===== config.mk =====
export PLATFORM = sky130hd
export DESIGN_NAME = video_timing_gen
export DESIGN_NICKNAME = d
export VERILOG_FILES = /design/src/rtl/video_timing_pkg.sv /design/src/rtl/video_timing_gen_pattern_gen.sv /design/src/rtl/video_timing_gen.sv
export SDC_FILE = /design/constraint.sdc
export NUM_CORES = 1
export LEC_CHECK = 0
export CAP_MARGIN = 20
export CELL_PAD_IN_SITES_DETAIL_PLACEMENT = 1
export CELL_PAD_IN_SITES_GLOBAL_PLACEMENT = 2
export CORE_MARGIN = 1.5
export CORE_UTILIZATION = 37
export CTS_CLUSTER_DIAMETER = 100
export DETAILED_ROUTE_END_ITERATION = 6
export PLACE_DENSITY = 0.8
export SYNTH_ARGS = -nofsm -noshare
export SYNTH_HDL_FRONTEND = slang
export SYNTH_SLANG_ARGS = --single-unit

===== constraint.sdc =====
create_clock -name i_hdmi_clk -period 2.4 [get_ports i_hdmi_clk]
set_input_delay 0.36 -clock i_hdmi_clk [delete_from_list [all_inputs] [get_ports i_hdmi_clk]]
set_output_delay 0.36 -clock i_hdmi_clk [all_outputs]
set_load 0.02 [all_outputs]

===== src/rtl/video_timing_pkg.sv =====
// Shared types, colour constants and default 720p raster timing for the video timing generator.
// Colours are packed {B[23:16], G[15:8], R[7:0]} to match the TMDS encoder lane order.
package video_timing_pkg;

    typedef enum logic [1:0] {
        BARS     = 2'd0,
        GRADIENT = 2'd1,
        CHECKER  = 2'd2,
        BORDER   = 2'd3
    } pattern_e;

    localparam logic [23:0] WHITE   = 24'hFF_FF_FF;
    localparam logic [23:0] YELLOW  = 24'h00_FF_FF;
    localparam logic [23:0] CYAN    = 24'hFF_FF_00;
    localparam logic [23:0] GREEN   = 24'h00_FF_00;
    localparam logic [23:0] MAGENTA = 24'hFF_00_FF;
    localparam logic [23:0] RED     = 24'h00_00_FF;
    localparam logic [23:0] BLUE    = 24'hFF_00_00;
    localparam logic [23:0] BLACK   = 24'h00_00_00;

    localparam int H_ACTIVE_720 = 1280;
    localparam int H_FP_720     = 110;
    localparam int H_SYNC_720   = 40;
    localparam int H_BP_720     = 220;
    localparam int V_ACTIVE_720 = 720;
    localparam int V_FP_720     = 5;
    localparam int V_SYNC_720   = 5;
    localparam int V_BP_720     = 20;

endpackage


===== src/rtl/video_timing_gen_pattern_gen.sv =====
// Combinational test-pattern colour lookup for one pixel.
// Latency: none (pure lookup); no backpressure.
module pattern_gen
    import video_timing_pkg::*;
#(
    parameter int H_ACTIVE = H_ACTIVE_720,
    parameter int V_ACTIVE = V_ACTIVE_720
) (
    input  logic [15:0] i_x,
    input  logic [15:0] i_y,
    input  logic [7:0]  i_frame,
    input  pattern_e    i_pattern,
    input  logic [2:0]  i_bar_idx,
    output logic [23:0] o_rgb
);

    localparam logic [15:0] X_LAST = 16'(H_ACTIVE - 1);
    localparam logic [15:0] Y_LAST = 16'(V_ACTIVE - 1);

    always_comb begin
        o_rgb = BLACK;
        unique case (i_pattern)
            BARS: begin
                unique case (i_bar_idx)
                    3'd0:    o_rgb = WHITE;
                    3'd1:    o_rgb = YELLOW;
                    3'd2:    o_rgb = CYAN;
                    3'd3:    o_rgb = GREEN;
                    3'd4:    o_rgb = MAGENTA;
                    3'd5:    o_rgb = RED;
                    3'd6:    o_rgb = BLUE;
                    default: o_rgb = BLACK;
                endcase
            end
            GRADIENT: o_rgb = {i_frame, i_y[7:0], i_x[7:0]};
            CHECKER:  o_rgb = (i_x[5] ^ i_y[5]) ? WHITE : BLACK;
            BORDER: begin
                if (i_x == 16'd0 || i_x == X_LAST || i_y == 16'd0 || i_y == Y_LAST)
                    o_rgb = WHITE;
            end
            default: o_rgb = BLACK;
        endcase
    end

endmodule


===== src/rtl/video_timing_gen.sv =====
// Raster counters, sync decode and registered {de,vsync,hsync}/RGB/frame outputs for HDMI.
// Latency: 1 cycle from counter to outputs; free-running, no backpressure.
module video_timing_gen
    import video_timing_pkg::*;
#(
    parameter int   H_ACTIVE  = H_ACTIVE_720,
    parameter int   H_FP      = H_FP_720,
    parameter int   H_SYNC    = H_SYNC_720,
    parameter int   H_BP      = H_BP_720,
    parameter int   V_ACTIVE  = V_ACTIVE_720,
    parameter int   V_FP      = V_FP_720,
    parameter int   V_SYNC    = V_SYNC_720,
    parameter int   V_BP      = V_BP_720,
    parameter logic HSYNC_POL = 1'b1,
    parameter logic VSYNC_POL = 1'b1
) (
    input  logic        i_hdmi_clk,
    input  logic        i_reset_n,
    input  logic [1:0]  i_pattern,
    output logic [2:0]  o_hve_sync,
    output logic [23:0] o_rgb,
    output logic [7:0]  o_frame,
    output logic        o_frame_start
);

    localparam int H_TOTAL = H_ACTIVE + H_FP + H_SYNC + H_BP;
    localparam int V_TOTAL = V_ACTIVE + V_FP + V_SYNC + V_BP;
    localparam int HW      = $clog2(H_TOTAL);
    localparam int VW      = $clog2(V_TOTAL);
    localparam int BAR_W   = H_ACTIVE / 8;
    localparam int BW      = (BAR_W > 1) ? $clog2(BAR_W) : 1;

    localparam logic [HW-1:0] H_LAST   = HW'(H_TOTAL - 1);
    localparam logic [VW-1:0] V_LAST   = VW'(V_TOTAL - 1);
    localparam logic [BW-1:0] BAR_LAST = BW'(BAR_W - 1);

    localparam logic [31:0] H_ACT_U  = H_ACTIVE;
    localparam logic [31:0] V_ACT_U  = V_ACTIVE;
    localparam logic [31:0] H_SYNC_S = H_ACTIVE + H_FP;
    localparam logic [31:0] H_SYNC_E = H_ACTIVE + H_FP + H_SYNC;
    localparam logic [31:0] V_SYNC_S = V_ACTIVE + V_FP;
    localparam logic [31:0] V_SYNC_E = V_ACTIVE + V_FP + V_SYNC;

    logic [HW-1:0] r_h;
    logic [VW-1:0] r_v;
    logic [BW-1:0] r_bar_cnt;
    logic [2:0]    r_bar_idx;
    logic [7:0]    r_frame_cnt;
    pattern_e      r_pattern;

    logic          w_h_last;
    logic          w_v_last;
    logic          w_origin;
    logic          w_de;
    logic          w_hs_on;
    logic          w_vs_on;
    pattern_e      w_pattern;
    logic [23:0]   w_rgb;

    assign w_h_last = (r_h == H_LAST);
    assign w_v_last = (r_v == V_LAST);
    assign w_origin = (r_h == '0) && (r_v == '0);
    assign w_de     = (32'(r_h) < H_ACT_U) && (32'(r_v) < V_ACT_U);
    assign w_hs_on  = (32'(r_h) >= H_SYNC_S) && (32'(r_h) < H_SYNC_E);
    assign w_vs_on  = (32'(r_v) >= V_SYNC_S) && (32'(r_v) < V_SYNC_E);

    // Pixel (0,0) already uses the freshly sampled pattern so a whole frame is uniform.
    assign w_pattern = w_origin ? pattern_e'(i_pattern) : r_pattern;

    pattern_gen #(
        .H_ACTIVE (H_ACTIVE),
        .V_ACTIVE (V_ACTIVE)
    ) u_pattern_gen (
        .i_x       (16'(r_h)),
        .i_y       (16'(r_v)),
        .i_frame   (r_frame_cnt),
        .i_pattern (w_pattern),
        .i_bar_idx (r_bar_idx),
        .o_rgb     (w_rgb)
    );

    // Bar index tracks r_h via a width sub-counter, avoiding a divide by BAR_W.
    always_ff @(posedge i_hdmi_clk or negedge i_reset_n) begin
        if (!i_reset_n) begin
            r_h         <= '0;
            r_v         <= '0;
            r_bar_cnt   <= '0;
            r_bar_idx   <= '0;
            r_frame_cnt <= '0;
            r_pattern   <= BARS;
        end else begin
            if (w_h_last) begin
                r_h       <= '0;
                r_bar_cnt <= '0;
                r_bar_idx <= '0;
                r_v       <= w_v_last ? '0 : r_v + 1'b1;
            end else begin
                r_h <= r_h + 1'b1;
                if (r_bar_cnt == BAR_LAST) begin
                    r_bar_cnt <= '0;
                    r_bar_idx <= r_bar_idx + 1'b1;
                end else begin
                    r_bar_cnt <= r_bar_cnt + 1'b1;
                end
            end
            if (w_h_last && w_v_last)
                r_frame_cnt <= r_frame_cnt + 8'd1;
            r_pattern <= w_pattern;
        end
    end

    always_ff @(posedge i_hdmi_clk or negedge i_reset_n) begin
        if (!i_reset_n) begin
            o_hve_sync    <= {1'b0, ~VSYNC_POL, ~HSYNC_POL};
            o_rgb         <= '0;
            o_frame       <= '0;
            o_frame_start <= 1'b0;
        end else begin
            o_hve_sync    <= {w_de,
                              w_vs_on ? VSYNC_POL : ~VSYNC_POL,
                              w_hs_on ? HSYNC_POL : ~HSYNC_POL};
            o_rgb         <= w_de ? w_rgb : 24'd0;
            o_frame       <= r_frame_cnt;
            o_frame_start <= w_origin;
        end
    end

endmodule


Yosys cells after proc, flatten, opt, wreduce, memory -nomap -nowiden

Cells that the tools add are included.

Register bits after elaboration: 78
Input port bits: 4
Output and inout bits: 36

Add/sub/neg operators: 5
$lt $le $gt $ge: 6
Eq/ne operators: 14
Mux-type cells: 14
Bitwise operators: 1
Reduce and logical (&&, ||, !) cells: 15

Operator list:

| cell                  | number |
|---|---|
| $pmux 24 s7           | 1 |
| $pmux 24 s4           | 1 |
| $mux 24               | 3 |
| $logic_not 16->1      | 2 |
| $eq 11x11->1 const B  | 2 |
| $lt 11x11->1 const B  | 2 |
| $eq 10x10->1 const B  | 2 |
| $lt 10x10->1 const B  | 2 |
| $add 8x1->8 const B   | 2 |
| $mux 8                | 2 |
| $add 11x1->11 const B | 1 |
| $ge 11x11->1 const B  | 1 |
| $logic_not 11->1      | 1 |
| $mux 11               | 1 |
| $add 10x1->10 const B | 1 |
| $ge 10x10->1 const B  | 1 |
| $logic_not 10->1      | 1 |
| $mux 10               | 1 |
| $eq 3x3->1 const B    | 3 |
| $eq 8x8->1 const B    | 1 |
| $eq 3x2->1 const B    | 2 |
| $mux 3                | 2 |
| $logic_and 1x1->1     | 5 |
| $eq 2x2->1 const B    | 2 |
| 10 further kinds      | 13 |

Longest topological paths before layout

Depth in word-level cells: 7
Mapped depth: 9
Mapped depth without buffers: 7

Hierarchy

From an unflattened synthesis, not the netlist that was laid out.

Cells, all modules: 451
Area total of the unflattened synthesis: 4,255.3 um^2

By module, submodules not included:

| module           | times used | cells an instance | area each (um^2) | sequential area each (um^2) |
|---|---|---|---|---|
| video_timing_gen | 1          | 293               | 3,325.7          | 1,951.9 |
| pattern_gen      | 1          | 158               | 929.6            | 0.0 |

Least setup slack after synthesis

Ideal clock, no wire load.

Path type: register to register
Start point: reg r_v[1]
End point: reg o_rgb[4]
Arrival: 1,927 ps
Required time: 2,300 ps
Path slack: 373 ps
Stages on the path, launching flop included: 9
Buffers on the path: 1
Period minus slack after synthesis: 2,027 ps
Cell sequence: dfrtp_1 -> inv_1 -> ha_1 -> nor2b_1 -> nand4_2 -> nor2_4 -> mux2_4 -> buf_4 -> a311oi_1

Longest elaborated chain between the ends: 6

Ends and longest elaborated chain:

| what                               | RTL line                           | RTL |
|---|---|---|
| from (decl)                        | video_timing_gen.sv:45             | `logic [VW-1:0] r_v;` |
| from (signal assigned)             | video_timing_gen.sv:96             | `r_v <= w_v_last ? '0 : r_v + 1'b1;` |
| $logic_not 10->1 *                 | video_timing_gen.sv:62             | `assign w_origin = (r_h == '0) && (r_v == '0);` |
| $logic_and 1x1->1 *                | video_timing_gen.sv:62             |  |
| net w_origin                       | video_timing_gen.sv:53             | `logic w_origin;` |
| $mux 2 *                           | video_timing_gen.sv:68             | `assign w_pattern = w_origin ? pattern_e'(i_pattern) : r_pattern;` |
| $eq 2x2->1 (tied with other cells) | video_timing_gen_pattern_gen.sv:22 | `unique case (i_pattern)` |
| $pmux 24 s4 *                      | video_timing_gen_pattern_gen.sv:22 |  |
| $mux 24 *                          | video_timing_gen.sv:122            | `o_rgb <= w_de ? w_rgb : 24'd0;` |
| to (signal assigned)               | video_timing_gen.sv:122            |  |
| to (decl)                          | video_timing_gen.sv:21             | `output logic [23:0] o_rgb,` |

The timed path passes the listed nets; every way through them passes the cells marked *.
A chain may end at the register's enable or synchronous reset.

Final worst setup path

Start point: reg r_v[1]
End point: reg o_rgb[9]

Same word-level chain as after synthesis.

==> impl_results.md <==
* Detailed Route Iter0 Violations at 120
* Post-Syn Nets at 380
* Sink Count at 78
* Layout cells sized above 1 at 15.2%
* Die area at 11000 sq um
* Total power at 0.00245 W
* Max-Cap Viols at 0
* EDFF count, synth at 0
* Initial Utilization at 38.7%
* CTS tree: done
* Slew @ Worst Pin at 0.685 ns
* Sum of negative setup slack at 0 ns
* PD cells at 523 nW/um^2
* Hold/Removal Path Class: reg -> reg
* # IOs at 40
* Final Max Tran Viols at 0
* Leak at 1.93 nW
* CTS clock-pin slew for the worst setup and hold paths at 0.09 ns
* Port buffer count at 39
* Status: complete, no violations
* Relative slew margins at 54.1%
* Synth Area in Adders at 4.57%
* RSZ-0062 raised after global routing: true
* Pre-CTS setup slack at 0.0877 ns
* Synth top area share at 50.9%
* DRC violations left at 0
* Ant. Diodes at 0
* Crit path arrival time at 2.46 ns
* Multi-input gate area at 1710 sq um
* Setup Skew at 0.0103 ns
* VDD IR max at 0.246 mV
* Cell area after layout at 4680 sq um
* Clock buffer depth at 2
* Critical path capture point type: flip-flop
* Sequential cell area at 1950 sq um
* Endpoints failing setup at 0
* Clk_lat worst skew at 0.36 ns
* Reg2reg setup slack at 0.20 ns
* Fillers at 1094
* Crit Path Category: reg -> reg
* Core footprint at 9910 sq um
* Via Count at 2961
* First-pass GRT wire length at 16500 microns
* Synth unique cells at 54
* Synth Cell Area at 3830 sq um
* Main combinational cell family by area after synthesis: simple AND/OR/NAND/NOR gates
* Die H at 105 microns
* Drt pass-1 iters at 4
* Root buf cell: clkbuf_8
* Via density at 5.34
* Synth Area in Compound Gates at 11.7%
* Area leader, netlist: dfrtp_1
* Antenna violations before repair at 0
* Placed inst area at 4450 sq um
* Die width at 105 microns
* Yosys warning count at 0
* Mux contribution to synthesized area at 0.946%
* Syn Area/Cell at 10.6 sq um
* FFs w/ async S/R, synth at 100%
* Req. time, crit path at 2.66 ns
* Top-count cell post-synth: dfrtp_1
* Drt wl/cell at 17.4 microns
* Synth Register Bits at 78
* Ys flop type: dfrtp_1
* Min Tclk post-route at 2.20 ns
* Final GP Congestion at 0.838
* CTS Buf Count at 9
* Post-DP HPWL at 6940 microns
* Commonest cells post-synth: dfrtp_1, nand2_1, nor2_1, nand3_1, a311oi_1
* Setup ws final at 0.199 ns
* Synth top area cells: dfrtp_1, a311oi_1, ha_1
* Period utilization at 91.7%
* Final Hold Viols at 0
* Fmax at 0.454 GHz
* Mapped Cells at 362
* Simple-Gate Fraction of Synth Area at 21.5%
* Post-synthesis sequential area ratio at 50.9%
* H-Tree Depth at 3
* Drt total wl at 9650 microns
* Row cnt at 36
* Vias in the first global route at 3176
* Net count, final at 435
* CP Launch Type: flip-flop
* Grt ovf at 0
* Antenna violation net count after detailed routing at 0
* GR Util All Layers at 19.0%
* Worst-path maximum fanout at 25
* Synth Area in XOR/XNOR at 5.48%
* Area grow syn2layout at 22.0%
* Largest net degree at the start of global routing at 41
[through the flow]
stage,util [%],hold slack [ns],instances
final,47.2,0.446,555
after global routing,47.2,0.472,555
after CTS,46.9,0.448,553
after detailed placement,44.9,0.377,536
after global placement,44.9,0.372,536
after floorplan,-,0.0644,362
[cell usage in the layout, fill, tap and decap left out, drive strengths merged, types with 3 or more instances in the layout]
master	count
buf	28
xor2	10
nor2b	4
nor4	3
clkbuf	9
xnor2	14
and4	6
nor2	34
nand2	38
inv	15
o211ai	3
nor3	7
nand3	27
nand4	14
clkdlybuf4s50	38
dfrtp	78
a311oi	24
o21ai	16
a31oi	4
and3	6
ha	14
[logic make-up (layout without fill, tap and decap cells)]
kind of cell / after synthesis / count (layout)
buffers and inverters: 34 / 94
AO/OA/AOI/OAI: 58 / 58
XOR/XNOR: 24 / 24
adder cells (fa/ha/maj): 14 / 14
multiplexers: 3 / 3
AND/OR/NAND/NOR: 151 / 151
flip-flops: 78 / 78
[final timing paths]
path | start | end | cells past startpoint
setup / recovery | r_v[1]$_DFFE_PN0N_ | o_rgb[9]$_DFF_PN0_ | 8
setup reg to reg | r_v[1]$_DFFE_PN0N_ | o_rgb[9]$_DFF_PN0_ | 8
hold / removal | r_frame_cnt[3]$_DFFE_PN0P_ | o_frame[3]$_DFF_PN0_ | 0
max in group asynchronous | i_reset_n | o_rgb[22]$_DFF_PN0_ | 3
hold reg to reg | r_frame_cnt[3]$_DFFE_PN0P_ | o_frame[3]$_DFF_PN0_ | 0
min in group asynchronous | i_reset_n | r_bar_cnt[5]$_DFF_PN0_ | 2
[registers in the layout, indices dropped and copies added, names as in the netlist]
register and count:
o_rgb 24, r_bar_cnt 8, r_v 10, o_hve_sync 3, r_bar_idx 3, r_frame_cnt 8
r_pattern 2, r_h 11, o_frame 8, o_frame_start 1
[routing by layer]
layer | wire length, microns | global-route usage (%) | part of all wire, %
met5 | 0 | 0 | 0
met3 | 292 | 3.99 | 3.0
met2 | 4680 | 31.3 | 48
met4 | 100 | 5.19 | 1.0
met1 | 4580 | 25.3 | 47
[worst max-delay path, cell delays in order, from the launching register on]
cell and delay [ns]:
dfrtp_1 0.39, inv_1 0.16, ha_1 0.16, nor2b_1 0.18
nand4_2 0.17, nor2_4 0.18, buf_4 0.16, mux2_4 0.42
a311oi_1 0.28
[power by group]
part / switching (W) / total, W / internal (W) / leakage (nW)
clock: 0.000555 / 0.000956 / 0.000401 / 0.0943
sequential: 0.00000889 / 0.00134 / 0.00133 / 0.961
combinational: 0.0000890 / 0.000148 / 0.0000595 / 0.877
[layout make-up]
type,count,area share [%]
clock buffer,9,2.65
clock inverter,7,1.39
inverter,11,0.883
multi-input combinational,250,36.5
sequential,78,41.7
tap,133,3.56
timing repair buffer,67,13.3
[what timing repair did]
| action | 4_1_cts | 5_1_grt |
|---|---|---|
| gates resized for setup | 0 | 1 |
| hold buffers | 1 | 0 |
| endpoints found under the hold margin | 38 | 0 |
| setup buffers | 0 | 1 |
| endpoints found under the setup margin | 0 | 13 |
Note: power is estimated with default switching activity, not from simulation.
